--- config.mk ---
export PLATFORM = sky130hd
export DESIGN_NAME = rf_wb_arbiter_flat
export DESIGN_NICKNAME = d
export VERILOG_FILES = /design/src/rtl/rf_wb_arbiter_if.sv /design/src/rtl/rf_wb_arbiter.sv /design/src/flat_wrapper.sv
export SDC_FILE = /design/constraint.sdc
export NUM_CORES = 1
export LEC_CHECK = 0
export ABC_AREA = 1
export CAP_MARGIN = 5
export CORE_ASPECT_RATIO = 0.7
export CORE_MARGIN = 4
export CORE_UTILIZATION = 31
export DETAILED_ROUTE_END_ITERATION = 12
export DONT_BUFFER_PORTS = 1
export GPL_TIMING_DRIVEN = 1
export HOLD_SLACK_MARGIN = 0.12
export PLACE_DENSITY = 0.54
export SETUP_SLACK_MARGIN = 0.1
export SLEW_MARGIN = 10
export SYNTH_ARGS = -nofsm -noshare
export SYNTH_HDL_FRONTEND = slang
export SYNTH_SLANG_ARGS = --single-unit
--- constraint.sdc ---
create_clock -name clk -period 5.51 [get_ports clk]
set_input_delay 0.551 -clock clk [delete_from_list [all_inputs] [get_ports clk]]
set_output_delay 0.551 -clock clk [all_outputs]
set_load 0.1 [all_outputs]
--- src/rtl/rf_wb_arbiter_if.sv ---
`default_nettype none
// ============================================================================
// Module      : rf_wb_arbiter_if
// Description : Bundle of the write-back arbiter's bus signals: the ALU result
//               path, the long-op issue path, the long-result valid/ready
//               handshake, the registered regfile write controls, and the
//               scoreboard/status outputs.
//               slave  : the arbiter side (consumes requests, drives rf_*)
//               master : the requester side (drives requests, observes status)
// Revision    : 1.0 - initial release
// ============================================================================
interface rf_wb_arbiter_if #(
    parameter int DEPTH = 4
);
    localparam int AW = $clog2(DEPTH);

    logic           alu_we;
    logic [4:0]     alu_wn;
    logic [31:0]    alu_d;
    logic           iss_valid;
    logic [4:0]     iss_wn;
    logic           lng_valid;
    logic [4:0]     lng_wn;
    logic [31:0]    lng_d;
    logic           lng_ready;
    logic           rf_we;
    logic [4:0]     rf_wn;
    logic [31:0]    rf_d;
    logic [31:0]    pend;
    logic [AW:0]    occ;
    logic [1:0]     err;

    modport slave (
        input  alu_we, alu_wn, alu_d,
        input  iss_valid, iss_wn,
        input  lng_valid, lng_wn, lng_d,
        output lng_ready,
        output rf_we, rf_wn, rf_d,
        output pend, occ, err
    );

    modport master (
        output alu_we, alu_wn, alu_d,
        output iss_valid, iss_wn,
        output lng_valid, lng_wn, lng_d,
        input  lng_ready,
        input  rf_we, rf_wn, rf_d,
        input  pend, occ, err
    );
endinterface
`default_nettype wire

--- src/rtl/rf_wb_arbiter.sv ---
`default_nettype none
// ============================================================================
// Module      : rf_wb_arbiter
// Description : Write-back arbiter for the single regfile write port.
//               ALU results win unconditionally; long-latency results use a
//               valid/ready handshake and are queued in a DEPTH-entry FIFO
//               when they cannot be written at once. Keeps a per-register
//               pending scoreboard for issued long ops and sticky hazard
//               error flags. All outputs are registered.
// Ports       : clk    - clock, rising edge
//               clrn   - asynchronous active-low reset
//               bus    - rf_wb_arbiter_if.slave (ALU, issue, long-result
//                        handshake, rf_we/rf_wn/rf_d, pend, occ, err)
// Revision    : 1.0 - initial release
// ============================================================================
module rf_wb_arbiter #(
    parameter int DEPTH = 4
) (
    input  wire logic           clk,
    input  wire logic           clrn,
    rf_wb_arbiter_if.slave      bus
);
    localparam int              AW     = $clog2(DEPTH);
    localparam logic [AW:0]     c_FULL = (AW+1)'(DEPTH);

    // State
    logic [36:0]    mem_q [DEPTH];      // {wn, d}
    logic [AW-1:0]  wr_q, rd_q;
    logic [AW:0]    occ_q, occ_d;
    logic           rf_we_q, rf_we_d;
    logic [4:0]     rf_wn_q, rf_wn_d;
    logic [31:0]    rf_d_q, rf_d_d;
    logic [31:0]    pend_q, pend_d;
    logic [1:0]     err_q, err_d;

    // Combinational
    logic           w_full, w_empty;
    logic           w_alu_v, w_lng_v;
    logic           w_pop, w_direct, w_push;
    logic [36:0]    w_head;
    logic           w_lclr;
    logic [4:0]     w_lclr_wn;
    logic           w_iss_v;

    always_comb begin
        w_full    = (occ_q == c_FULL);
        w_empty   = (occ_q == '0);
        w_alu_v   = bus.alu_we && (bus.alu_wn != 5'd0);
        // Accepted long result with a real destination; r0 results are
        // handshaken but otherwise dropped.
        w_lng_v   = bus.lng_valid && !w_full && (bus.lng_wn != 5'd0);
        w_pop     = !w_alu_v && !w_empty;
        w_direct  = !w_alu_v && w_empty && w_lng_v;
        w_push    = w_lng_v && !w_direct;
        w_head    = mem_q[rd_q];
        w_iss_v   = bus.iss_valid && (bus.iss_wn != 5'd0);

        rf_we_d   = 1'b0;
        rf_wn_d   = rf_wn_q;
        rf_d_d    = rf_d_q;
        w_lclr    = 1'b0;
        w_lclr_wn = 5'd0;

        if (w_alu_v) begin
            rf_we_d = 1'b1;
            rf_wn_d = bus.alu_wn;
            rf_d_d  = bus.alu_d;
        end else if (w_pop) begin
            rf_we_d   = 1'b1;
            rf_wn_d   = w_head[36:32];
            rf_d_d    = w_head[31:0];
            w_lclr    = 1'b1;
            w_lclr_wn = w_head[36:32];
        end else if (w_direct) begin
            rf_we_d   = 1'b1;
            rf_wn_d   = bus.lng_wn;
            rf_d_d    = bus.lng_d;
            w_lclr    = 1'b1;
            w_lclr_wn = bus.lng_wn;
        end

        // Clear first so that a same-cycle issue to the same register wins.
        pend_d = pend_q;
        if (w_lclr) begin
            pend_d[w_lclr_wn] = 1'b0;
        end
        if (w_iss_v) begin
            pend_d[bus.iss_wn] = 1'b1;
        end

        err_d = err_q;
        if (w_alu_v && pend_q[bus.alu_wn]) begin
            err_d[0] = 1'b1;
        end
        // Reissuing a register whose pending write retires this very cycle
        // is legal.
        if (w_iss_v && pend_q[bus.iss_wn] &&
            !(w_lclr && (w_lclr_wn == bus.iss_wn))) begin
            err_d[1] = 1'b1;
        end

        case ({w_push, w_pop})
            2'b10:   occ_d = occ_q + (AW+1)'(1);
            2'b01:   occ_d = occ_q - (AW+1)'(1);
            default: occ_d = occ_q;
        endcase
    end

    // FIFO storage needs no reset: pointers and occupancy define validity.
    always_ff @(posedge clk) begin
        if (w_push) begin
            mem_q[wr_q] <= {bus.lng_wn, bus.lng_d};
        end
    end

    always_ff @(posedge clk or negedge clrn) begin
        if (!clrn) begin
            wr_q    <= '0;
            rd_q    <= '0;
            occ_q   <= '0;
            rf_we_q <= 1'b0;
            rf_wn_q <= 5'd0;
            rf_d_q  <= 32'd0;
            pend_q  <= 32'd0;
            err_q   <= 2'b00;
        end else begin
            if (w_push) begin
                wr_q <= wr_q + AW'(1);
            end
            if (w_pop) begin
                rd_q <= rd_q + AW'(1);
            end
            occ_q   <= occ_d;
            rf_we_q <= rf_we_d;
            rf_wn_q <= rf_wn_d;
            rf_d_q  <= rf_d_d;
            pend_q  <= pend_d;
            err_q   <= err_d;
        end
    end

    assign bus.lng_ready = !w_full;
    assign bus.rf_we     = rf_we_q;
    assign bus.rf_wn     = rf_wn_q;
    assign bus.rf_d      = rf_d_q;
    assign bus.pend      = pend_q;
    assign bus.occ       = occ_q;
    assign bus.err       = err_q;
endmodule
`default_nettype wire

--- src/flat_wrapper.sv ---
// flat-port wrapper written by rule: the top's interface ports become plain ports
module rf_wb_arbiter_flat 
#(
    parameter int DEPTH = 4
)
  (clk, clrn, bus_alu_we, bus_alu_wn, bus_alu_d, bus_iss_valid, bus_iss_wn, bus_lng_valid, bus_lng_wn, bus_lng_d, bus_lng_ready, bus_rf_we, bus_rf_wn, bus_rf_d, bus_pend, bus_occ, bus_err);
  rf_wb_arbiter_if #(.DEPTH(DEPTH)) bus_i ();
  input  wire logic clk;
  input  wire logic clrn;
  input wire logic [$bits(bus_i.alu_we)-1:0] bus_alu_we;
  input wire logic [$bits(bus_i.alu_wn)-1:0] bus_alu_wn;
  input wire logic [$bits(bus_i.alu_d)-1:0] bus_alu_d;
  input wire logic [$bits(bus_i.iss_valid)-1:0] bus_iss_valid;
  input wire logic [$bits(bus_i.iss_wn)-1:0] bus_iss_wn;
  input wire logic [$bits(bus_i.lng_valid)-1:0] bus_lng_valid;
  input wire logic [$bits(bus_i.lng_wn)-1:0] bus_lng_wn;
  input wire logic [$bits(bus_i.lng_d)-1:0] bus_lng_d;
  output wire logic [$bits(bus_i.lng_ready)-1:0] bus_lng_ready;
  output wire logic [$bits(bus_i.rf_we)-1:0] bus_rf_we;
  output wire logic [$bits(bus_i.rf_wn)-1:0] bus_rf_wn;
  output wire logic [$bits(bus_i.rf_d)-1:0] bus_rf_d;
  output wire logic [$bits(bus_i.pend)-1:0] bus_pend;
  output wire logic [$bits(bus_i.occ)-1:0] bus_occ;
  output wire logic [$bits(bus_i.err)-1:0] bus_err;
  assign bus_i.alu_we = bus_alu_we;
  assign bus_i.alu_wn = bus_alu_wn;
  assign bus_i.alu_d = bus_alu_d;
  assign bus_i.iss_valid = bus_iss_valid;
  assign bus_i.iss_wn = bus_iss_wn;
  assign bus_i.lng_valid = bus_lng_valid;
  assign bus_i.lng_wn = bus_lng_wn;
  assign bus_i.lng_d = bus_lng_d;
  assign bus_lng_ready = bus_i.lng_ready;
  assign bus_rf_we = bus_i.rf_we;
  assign bus_rf_wn = bus_i.rf_wn;
  assign bus_rf_d = bus_i.rf_d;
  assign bus_pend = bus_i.pend;
  assign bus_occ = bus_i.occ;
  assign bus_err = bus_i.err;
  rf_wb_arbiter #(.DEPTH(DEPTH)) u_core (.clk(clk), .clrn(clrn), .bus(bus_i));
endmodule
==> impl_results.md <==
- Reg2Reg Setup Slack: 1.67 ns
- Peak VDD IR: 0.462 mV
- RSZ-0062 raised after global routing: false
- TritonRoute pass-1 iters: 8
- Crit path to: u_core.mem_q[0][23]
- Most frequent cells in the layout: edfxtp_1, nor2_1, o21ai_0
- Post-DRT Antenna Nets: 0
- CTS tree: yes
- Placed cell count: 1347
- Clk Latency, worst-skew pair: 0.53 ns
- Worst slew margin: 21.1%
- Compound-Gate Fraction of Synth Area: 16.4%
- Simple-Gate Fraction of Synth Area: 13.9%
- Die Y: 158 um
- GR Util All Layers: 15.9%
- Min Hold Slack: 0.181 ns
- Core area: 0.0314 mm2
- Largest net degree at the start of global routing: 80
- Fin. max-slew vios: 0
- Highest clock rate: 260 MHz
- Pwr Density: 685 mW/mm2
- Area Overhead vs Synth: 16.9%
- Mux cell area share after synthesis: 0%
- Commonest non-fill, non-tap cell in the layout: edfxtp_1
- Post_cts resized: 0
- Final Cycle Share: 69.7%
- WL/cell: 20.2 um
- Finished Layout Cells: 1435
- Setup CP Type: flop to flop
- IO Count: 160
- Post-synthesis xor/xnor area fraction: 0.351%
- R2r startpoint: u_core.bus.occ[2]
- Max Buffers Root-to-Sink: 3
- Synth Instances: 963
- WL final: 29100 um
- Measured slew at the worst slew-check pin: 1.18 ns
- Starting DRT DRC Count: 746
- Total Nets Final: 1085
- Die footprint: 0.0351 mm2
- Starting density of the core: 31.7%
- Ys Warns: 0
- Crit path time final: 3.84 ns
- CTS clk-pin slew, worst paths: 0.06 ns
- WP data required: 5.63 ns
- Synthesized cell area: 0.00997 mm2
- Layout cells sized above 1: 8.78%
- DIE WIDTH: 222 um
- Clk_skew: 0.0216 ns
- Synth Register Bits: 227
- Setup_tns: 0 ns
- Placer Congestion: 0.909
- GRT Residual Overflow: 0
- First-pass GRT wire length: 44100 um
- Sequential area share after synthesis: 64.4%
- Count of clock tree sinks: 227
- Critical path peak fanout: 37
- Antenna violations before repair: 0
- Maximum Capacitance Violations: 0
- Status: complete, no violations
- Cts bufs inserted: 25
- Worst Path Arrival: 3.96 ns
- Launch point of the worst path: u_core.bus.occ[2]
- Synth Area in Adders: 0.829%
- Lkg Pwr: 4.22 nW
- Fin. Hold Viols: 0
- CP endpoint kind: flop
- Post-DP HPWL: 18400 um
- Remaining DRCs: 0
- Yosys cell types: 32
- Combinational family with the most area after synthesis: compound AO/OA/AOI/OAI gates
- Mean area per synthesized cell: 10.4 um2
- Detailed-route via count: 7432
- FF-to-FF End: u_core.mem_q[0][23]
- Post-Syn Nets: 1053
- Filler Cell Count: 3100
- Setup crit start kind: flop
- H-Tree Depth: 1
- Rows: 54
- Port Buffers: 0
- Vias in the first global route: 7050
- Drt via density: 5.18
- Worst reg-to-reg path cell count: 8
- Worst min path class: input pin to flop
- CTS Root Cell: clkbuf_16
- Final setup viols: 0
==> critical path, stage by stage, from the launching register on <==
cell and delay [ns]:
dfrtp_1 0.97, inv_1 0.17, nand2_1 0.20, inv_2 0.08
nand2_2 0.13, inv_2 0.31, nor2_1 0.35, inv_1 0.24
nor2_4 0.93
==> cell usage after synthesis <==
master | n | area share (%)
nand3_2 | 1 | 0.10
buf_6 | 2 | 0.23
edfxtp_1 | 148 | 45
inv_2 | 11 | 0.41
ha_1 | 5 | 0.63
o21ai_0 | 139 | 7.0
o22ai_1 | 37 | 2.3
nand2_2 | 11 | 0.69
nor2_1 | 150 | 5.6
nand3b_1 | 1 | 0.075
xor2_1 | 3 | 0.26
inv_1 | 40 | 1.5
a21oi_2 | 2 | 0.18
xnor2_1 | 1 | 0.088
nor2_2 | 6 | 0.38
clkbuf_1 | 23 | 0.87
nand4_1 | 3 | 0.19
fa_1 | 1 | 0.20
nand2_4 | 6 | 0.68
a22oi_1 | 16 | 1.2
o21ai_1 | 22 | 1.1
buf_2 | 16 | 0.80
nor3_1 | 8 | 0.40
a21oi_1 | 38 | 1.9
a31oi_1 | 36 | 2.3
nand3_1 | 15 | 0.75
o211ai_1 | 6 | 0.45
or2_2 | 1 | 0.063
nand2_1 | 132 | 5.0
clkinv_1 | 2 | 0.075
dfrtp_1 | 79 | 20
buf_4 | 2 | 0.15
==> sequential cells by signal (all words and copies together) (netlist names) <==
name and count:
u_core.bus.err 2, u_core.mem_q 148, u_core.bus.pend 32, u_core.bus.rf_d 32
u_core.bus.rf_we 1, u_core.bus.occ 3, u_core.wr_q 2, u_core.rd_q 2
u_core.bus.rf_wn 5
==> final cells by class <==
cell class | instances | area [um2] | area share, %
well taps | 420 | 526 | 4.51
multi-input cells | 640 | 3180 | 27.3
inverters | 53 | 199 | 1.71
clock inverters | 12 | 140 | 1.20
diodes | 1 | 2.50 | 0.0215
repair buffers | 48 | 500 | 4.30
flip-flops and latches | 227 | 6420 | 55.1
clock buffers | 34 | 679 | 5.83
==> metrics by stage <==
stage | power [mW] | util [%] | cell area [um2] | setup WS [ns]
floorplan | 5.72 | - | 9970 | 1.04
global placement | 6.30 | 33.0 | 10400 | 1.65
detailed placement | 6.31 | 33.0 | 10400 | 1.55
CTS | 8.04 | 36.9 | 11600 | 1.56
global route | 8.38 | 37.1 | 11600 | 1.37
finish | 7.98 | 37.1 | 11600 | 1.67
==> repair_timing <==
action                                 CTS  global route
endpoints found under the hold margin  227             0
setup buffers                            0             0
hold buffers                            39             0
==> report_power, final <==
group | switching, mW | leakage, nW | internal (mW)
Clock | 0.667 | 0.394 | 1.00
Combinational | 1.29 | 1.53 | 0.548
Sequential | 2.20 | 2.30 | 2.28
==> routing by layer <==
metal,GRT usage [%],share of wire [%],routed length [um],vias to the layer above
met5,0,0,0,-
met4,3.66,2.2,633,0
met3,2.71,6.3,1840,42
met2,23.2,43,12400,231
met1,24.8,49,14200,3674
li1,-,-,-,3485
==> cell families after synthesis <==
group                      Yosys count
AOI/OAI and AO/OA                  296
xor gates and xnor gates             4
adders and majority gates            6
buffers and inverters               96
DFF                                227
and+or+nand+nor                    334
==> worst min-delay path by stage <==
stage	from	end	slack, ns	cells after the start
after floorplan	clrn	u_core.bus.err[0]	0.26	0
after global placement	clrn	u_core.bus.pend[9]	0.26	0
after detailed placement	clrn	u_core.bus.pend[15]	0.26	0
after CTS	bus_lng_d[3]	u_core.bus.rf_d[3]	0.16	2
after global routing	bus_lng_d[8]	u_core.bus.rf_d[8]	0.18	2
final	bus_lng_d[6]	u_core.bus.rf_d[6]	0.18	2
No activity file was read; power rests on OpenSTA's default activity.
